--- config.mk ---
export PLATFORM = sky130hd
export DESIGN_NAME = pwm_serial_driver
export DESIGN_NICKNAME = d
export VERILOG_FILES = /design/src/rtl/pwm_serial_driver.sv
export SDC_FILE = /design/constraint.sdc
export NUM_CORES = 1
export LEC_CHECK = 0
export ABC_AREA = 1
export CAP_MARGIN = 40
export CORE_MARGIN = 2
export CORE_UTILIZATION = 33
export CTS_BUF_LIST = sky130_fd_sc_hd__clkbuf_2 sky130_fd_sc_hd__clkbuf_4 sky130_fd_sc_hd__clkbuf_8
export CTS_CLUSTER_SIZE = 8
export DETAILED_ROUTE_END_ITERATION = 10
export PLACE_DENSITY = 0.57
export SETUP_SLACK_MARGIN = 0.1
export SYNTH_ARGS = -nofsm -noshare
export SYNTH_HDL_FRONTEND = slang
export SYNTH_SLANG_ARGS = --single-unit
--- constraint.sdc ---
create_clock -name clock -period 1.9 [get_ports clock]
set_input_delay 0.285 -clock clock [delete_from_list [all_inputs] [get_ports clock]]
set_output_delay 0.285 -clock clock [all_outputs]
set_load 0.05 [all_outputs]
--- src/rtl/pwm_serial_driver.sv ---
// Serialises parallel PWM words onto a 74HC595-style chain (SER/SRCLK/RCLK).
// Optional: define PWM_SERIAL_SKIP_UNCHANGED_EN to drop words equal to the last one latched.
module pwm_serial_driver #(
  parameter int WIDTH     = 8,
  parameter int CLK_DIV   = 2,
  parameter bit MSB_FIRST = 1'b1
) (
  input  logic             clock,
  input  logic             reset,
  input  logic [WIDTH-1:0] data_in,
  input  logic             data_valid,
  output logic             data_ready,
  output logic             ser_out,
  output logic             sr_clk,
  output logic             sr_latch,
  output logic             busy
);

  localparam int             BW       = (WIDTH > 1) ? $clog2(WIDTH) : 1;
  localparam logic [BW-1:0]  BIT_LAST = BW'(WIDTH - 1);
  localparam logic [7:0]     DIV_LAST = 8'(CLK_DIV - 1);

  typedef enum logic [1:0] {
    IDLE,
    CLK_LO,
    CLK_HI,
    LATCH
  } state_t;

  state_t           state;
  state_t           state_next;
  logic [WIDTH-1:0] shreg;
  logic [WIDTH-1:0] shreg_next;
  logic [WIDTH-1:0] shifted;
  logic [BW-1:0]    bit_cnt;
  logic [BW-1:0]    bit_next;
  logic [7:0]       div_cnt;
  logic [7:0]       div_next;
  logic             ser_next;
  logic             div_done;
  logic             start;
  logic             repeat_word;

`ifdef PWM_SERIAL_SKIP_UNCHANGED_EN
  logic [WIDTH-1:0] last_word;
  logic [WIDTH-1:0] pend_word;
  logic             latch_enter;

  assign repeat_word = (data_in == last_word);
  assign latch_enter = (state == CLK_HI) && div_done && (bit_cnt == BIT_LAST);

  // pend_word keeps the original word since shreg is consumed while shifting
  always_ff @(posedge clock or negedge reset) begin
    if (!reset) begin
      last_word <= '0;
      pend_word <= '0;
    end else begin
      if (start) begin
        pend_word <= data_in;
      end
      if (latch_enter) begin
        last_word <= pend_word;
      end
    end
  end
`else
  assign repeat_word = 1'b0;
`endif

  assign div_done   = (div_cnt == DIV_LAST);
  assign shifted    = MSB_FIRST ? (shreg << 1) : (shreg >> 1);
  assign start      = (state == IDLE) && data_valid && !repeat_word;
  assign data_ready = ~busy;

  always_ff @(posedge clock or negedge reset) begin
    if (!reset) begin
      state <= IDLE;
    end else begin
      state <= state_next;
    end
  end

  // ser_out only moves on CLK_HI->CLK_LO so each sr_clk rise gets CLK_DIV cycles of setup and hold
  always_comb begin
    state_next = state;
    shreg_next = shreg;
    bit_next   = bit_cnt;
    div_next   = div_cnt;
    ser_next   = ser_out;
    case (state)
      IDLE: begin
        div_next = 8'd0;
        if (start) begin
          shreg_next = data_in;
          bit_next   = '0;
          ser_next   = MSB_FIRST ? data_in[WIDTH-1] : data_in[0];
          state_next = CLK_LO;
        end
      end
      CLK_LO: begin
        if (div_done) begin
          div_next   = 8'd0;
          state_next = CLK_HI;
        end else begin
          div_next = div_cnt + 8'd1;
        end
      end
      CLK_HI: begin
        if (div_done) begin
          div_next = 8'd0;
          if (bit_cnt == BIT_LAST) begin
            state_next = LATCH;
          end else begin
            bit_next   = bit_cnt + BW'(1);
            shreg_next = shifted;
            ser_next   = MSB_FIRST ? shifted[WIDTH-1] : shifted[0];
            state_next = CLK_LO;
          end
        end else begin
          div_next = div_cnt + 8'd1;
        end
      end
      LATCH: begin
        if (div_done) begin
          div_next   = 8'd0;
          ser_next   = 1'b0;
          state_next = IDLE;
        end else begin
          div_next = div_cnt + 8'd1;
        end
      end
      default: begin
        state_next = IDLE;
      end
    endcase
  end

  // Pin outputs are registered from the next state so the external chain never sees decode glitches
  always_ff @(posedge clock or negedge reset) begin
    if (!reset) begin
      shreg    <= '0;
      bit_cnt  <= '0;
      div_cnt  <= 8'd0;
      ser_out  <= 1'b0;
      sr_clk   <= 1'b0;
      sr_latch <= 1'b0;
      busy     <= 1'b0;
    end else begin
      shreg    <= shreg_next;
      bit_cnt  <= bit_next;
      div_cnt  <= div_next;
      ser_out  <= ser_next;
      sr_clk   <= (state_next == CLK_HI);
      sr_latch <= (state_next == LATCH);
      busy     <= (state_next != IDLE);
    end
  end

endmodule

==> summary.md <==
| Metric | Value |
|---|---|
| Status | finished clean |
| Syn Nets | 160 |
| CP Class | reg -> out |
| Grt total ovfl | 0 |
| Reg2Reg Setup Slack | 0.26 ns |
| Clk network pwr share | 19.0% |
| Critical Path Slowest Stage Cell | clkdlybuf4s50_1 |
| Req. time, crit path | 1.62 ns |
| PwrDens | about 1500 nW/µm² |
| Ports | 16 |
| WP data arrival | around 1.4 ns |
| Register bit total from synthesis | 24 |
| Crit path cell chain | clkdlybuf4s50_1 |
| Drt total wl | 2.387 mm |
| Worst setup startpoint | ser_out$_DFFE_PN0P_ |
| Die area | about 4500 µm² |
| Ys Warns | 0 |
| Worst reg2reg path startpoint | state[0]$_DFF_PN0_ |
| Critical Path End Type | output port |
| Synth Instances | roughly 140 |
| Area post-placement | about 1500 µm² |
| Synth area leader | dfrtp_1 |
| # setup viols final | 0 |
| Fraction of layout cells with a size suffix above 1 | 26.25% |
| Worst Tran Pin Value | a little under 0.5 ns |
| Num CTS Buffers | 3 |
| Unrepaired setup endpoints after global routing | true |
| CP Max Fanout | 2 |
| Crit path buffers/inverters | 1 |
| Final Cell Area | between 1500 and 2000 µm² |
| P_sw | between 0.9 and 1 mW |
| 1st-iter DRT viols | 38 |
| Crit path max-delay family | buffers and inverters |
| Fin Setup TNS | 0 ns |
| Total power | around 2.3 mW |
| Peak supply drop | approximately 0.58 mV |
| Int Power | around 1.4 mW |
| # fillers | around 370 |
| Later-pin clock latency in the skew report | 0.27 ns |
| First-pass GRT wire length | 4.057 mm |
| CTS root buf | clkbuf_8 |
| Top cells by area, synth | dfrtp_1 46%, ha_1 7.6%, o21ai_2 6.7% |
| Core Rows | 22 |
| Post-synth EDFFs | 0 |
| GPL Wtd Cong | 0.7378 |
| Distinct cells, synth | 23 |
| Area Overhead vs Synth | 22.38% |
| Crit path time final | between 1.5 and 2 ns |
| Seq/Total Area, Yosys | between 40% and 50% |
| Post-synthesis cell area | around 1300 µm² |
| H-tree depth | 1 |
| Drt via density | between 4 and 5 |
| Largest net degree at the start of global routing | 25 |
| CTS sink cnt | 24 |
| Ys async rst share | 100.0% |
| Final HPWL DP | approximately 1.8 mm |
| Synth cell count leaders | 24 x dfrtp_1, 23 x nand2_1, 13 x nor2_1, 12 x nand2_2, 10 x o21ai_2 |
| Antenna Cells | 0 |
| Worst setup SP type | flop |
| Clock-pin slew on the worst setup and hold paths | around 0.090 ns |
| Layout Nets | 180 |
| Via count | 987 |
| Slew HR | 66.81% |
| Number of global-route vias before repair | between 900 and 1,000 |
| Clock Path Buffers | 2 |
| Syn_area_per_cell | 9.317 µm² |
| Min-Delay Path Class | in -> async |
| Ys flop type | dfrtp_1 |
| Sw frac | roughly two fifths |
| Final ANT Viol Nets | 0 |
| Post-Route Utilization | 42.95% |
| Die Ht | 67.10 µm |
| Final Cycle Share | about nine tenths |
| GRT Util Overall | about an eighth |
| Drc violations | 0 |
| Placed Cells | slightly above 200 |
| Slew Limit Fails | 0 |
| Number of port buffers | 15 |
| Wirelength per Cell | around 11 µm |
| Register share of total power | 33.1% |
| Final Hold Viols | 0 |
| Initial Util | approximately a third |
| Post-synth top area share | 45.71% |
| Core Region | ~3700 µm² |
| Cell Count, Final, Fillers Out | about 210 |
| Fmax | ~600 MHz |
| Die width | 67.10 µm |
| LEAKAGE | about 0.75 nW |
| Count leader, synth | dfrtp_1 |
| CTS tree | built |
| Initial antenna violation count | 0 |
| Critical Path Max Stage Delay | ~0.80 ns |
| Drt first pass iters | 4 |
| Area occupied by multi-input gates | 628.1 µm² |
| Clock Skew | 0.005943 ns |
| Gate power share | a little under half |
| Register area | ~600 µm² |
| Max Cap Viol | 0 |
[worst paths after layout]
path | cells after the start | end
setup / recovery | 1 | ser_out
hold / removal | 2 | div_cnt[2]$_DFF_PN0_
setup reg to reg | 9 | shreg[1]$_DFFE_PN0P_
hold reg to reg | 2 | ser_out$_DFFE_PN0P_
max in group asynchronous | 2 | bit_cnt[2]$_DFFE_PN0P_
min in group clock | 2 | ser_out$_DFFE_PN0P_
[sequential cells by signal, indices dropped and copies added (netlist names)]
register,flops
sr_clk,1
shreg,7
bit_cnt,3
div_cnt,8
ser_out,1
state,2
busy,1
sr_latch,1
[cells in the final DEF (no fill, tap or decap), drive strengths merged, types with 2 or more instances in the layout]
master / instances
a21oi: 6
buf: 4
clkbuf: 3
clkdlybuf4s50: 14
dfrtp: 24
ha: 8
inv: 14
mux2i: 6
nand2: 35
nand3: 7
nand4: 2
nor2: 15
nor3: 3
o21ai: 11
or2: 2
[repair_timing]
action / in CTS / in global routing
endpoints found under the setup margin: 0 / 15
gates resized for setup: 0 / 3
hold buffers: 0 / 0
buffers inserted: 0 / 0
[per-layer routing]
metal | routed length (µm) | vias up | GRT usage [%]
li1 | - | 494 | -
met1 | 1115 | 469 | 14.35
met2 | 1160 | 21 | 21.29
met3 | 94 | 3 | 3.041
met4 | 16 | 0 | 2.296
met5 | 0 | - | 0
[cells by family (layout without fill, tap and decap cells)]
| group | Yosys count | in the layout | share of synthesized area, % |
|---|---|---|---|
| AND/OR/NAND/NOR | 65 | 65 | 23.24 |
| flip-flops | 24 | 24 | 45.71 |
| AO/OA/AOI/OAI | 19 | 19 | 11.33 |
| buffers and inverters | 18 | 37 | 6.857 |
| adder cells (fa/ha/maj) | 8 | 8 | 7.619 |
| multiplexers | 6 | 6 | 4.572 |
| XOR/XNOR | 1 | 1 | 0.6668 |
[power groups by stage]
stage               Sequential (mW)  Combinational (mW)  Clock, mW
floorplan                     0.897               0.744          0
global placement              0.779                1.10          0
detailed placement            0.788                1.12          0
CTS                           0.778                1.12      0.466
global route                  0.795                1.24      0.484
finish                        0.777                1.12      0.446
[final cells by class]
class                           instances  share of cell area, %
Clock inverter                          1                  1.868
Tap cell                               48                  3.735
Inverter                               14                  3.268
Sequential cell                        24                  37.35
Timing Repair Buffer                   19                  12.14
Multi-Input combinational cell         99                  39.07
Clock buffer                            3                  2.568
[metrics by stage]
step                      hold WS, ns  setup slack (ns)
final                          0.3712            0.1903
after global placement         0.4578            0.2035
after global routing           0.3884           0.06559
after floorplan              -0.01059            0.4142
after CTS                      0.3780            0.1079
after detailed placement       0.4633            0.1453
(Power assumes the default switching activity.)
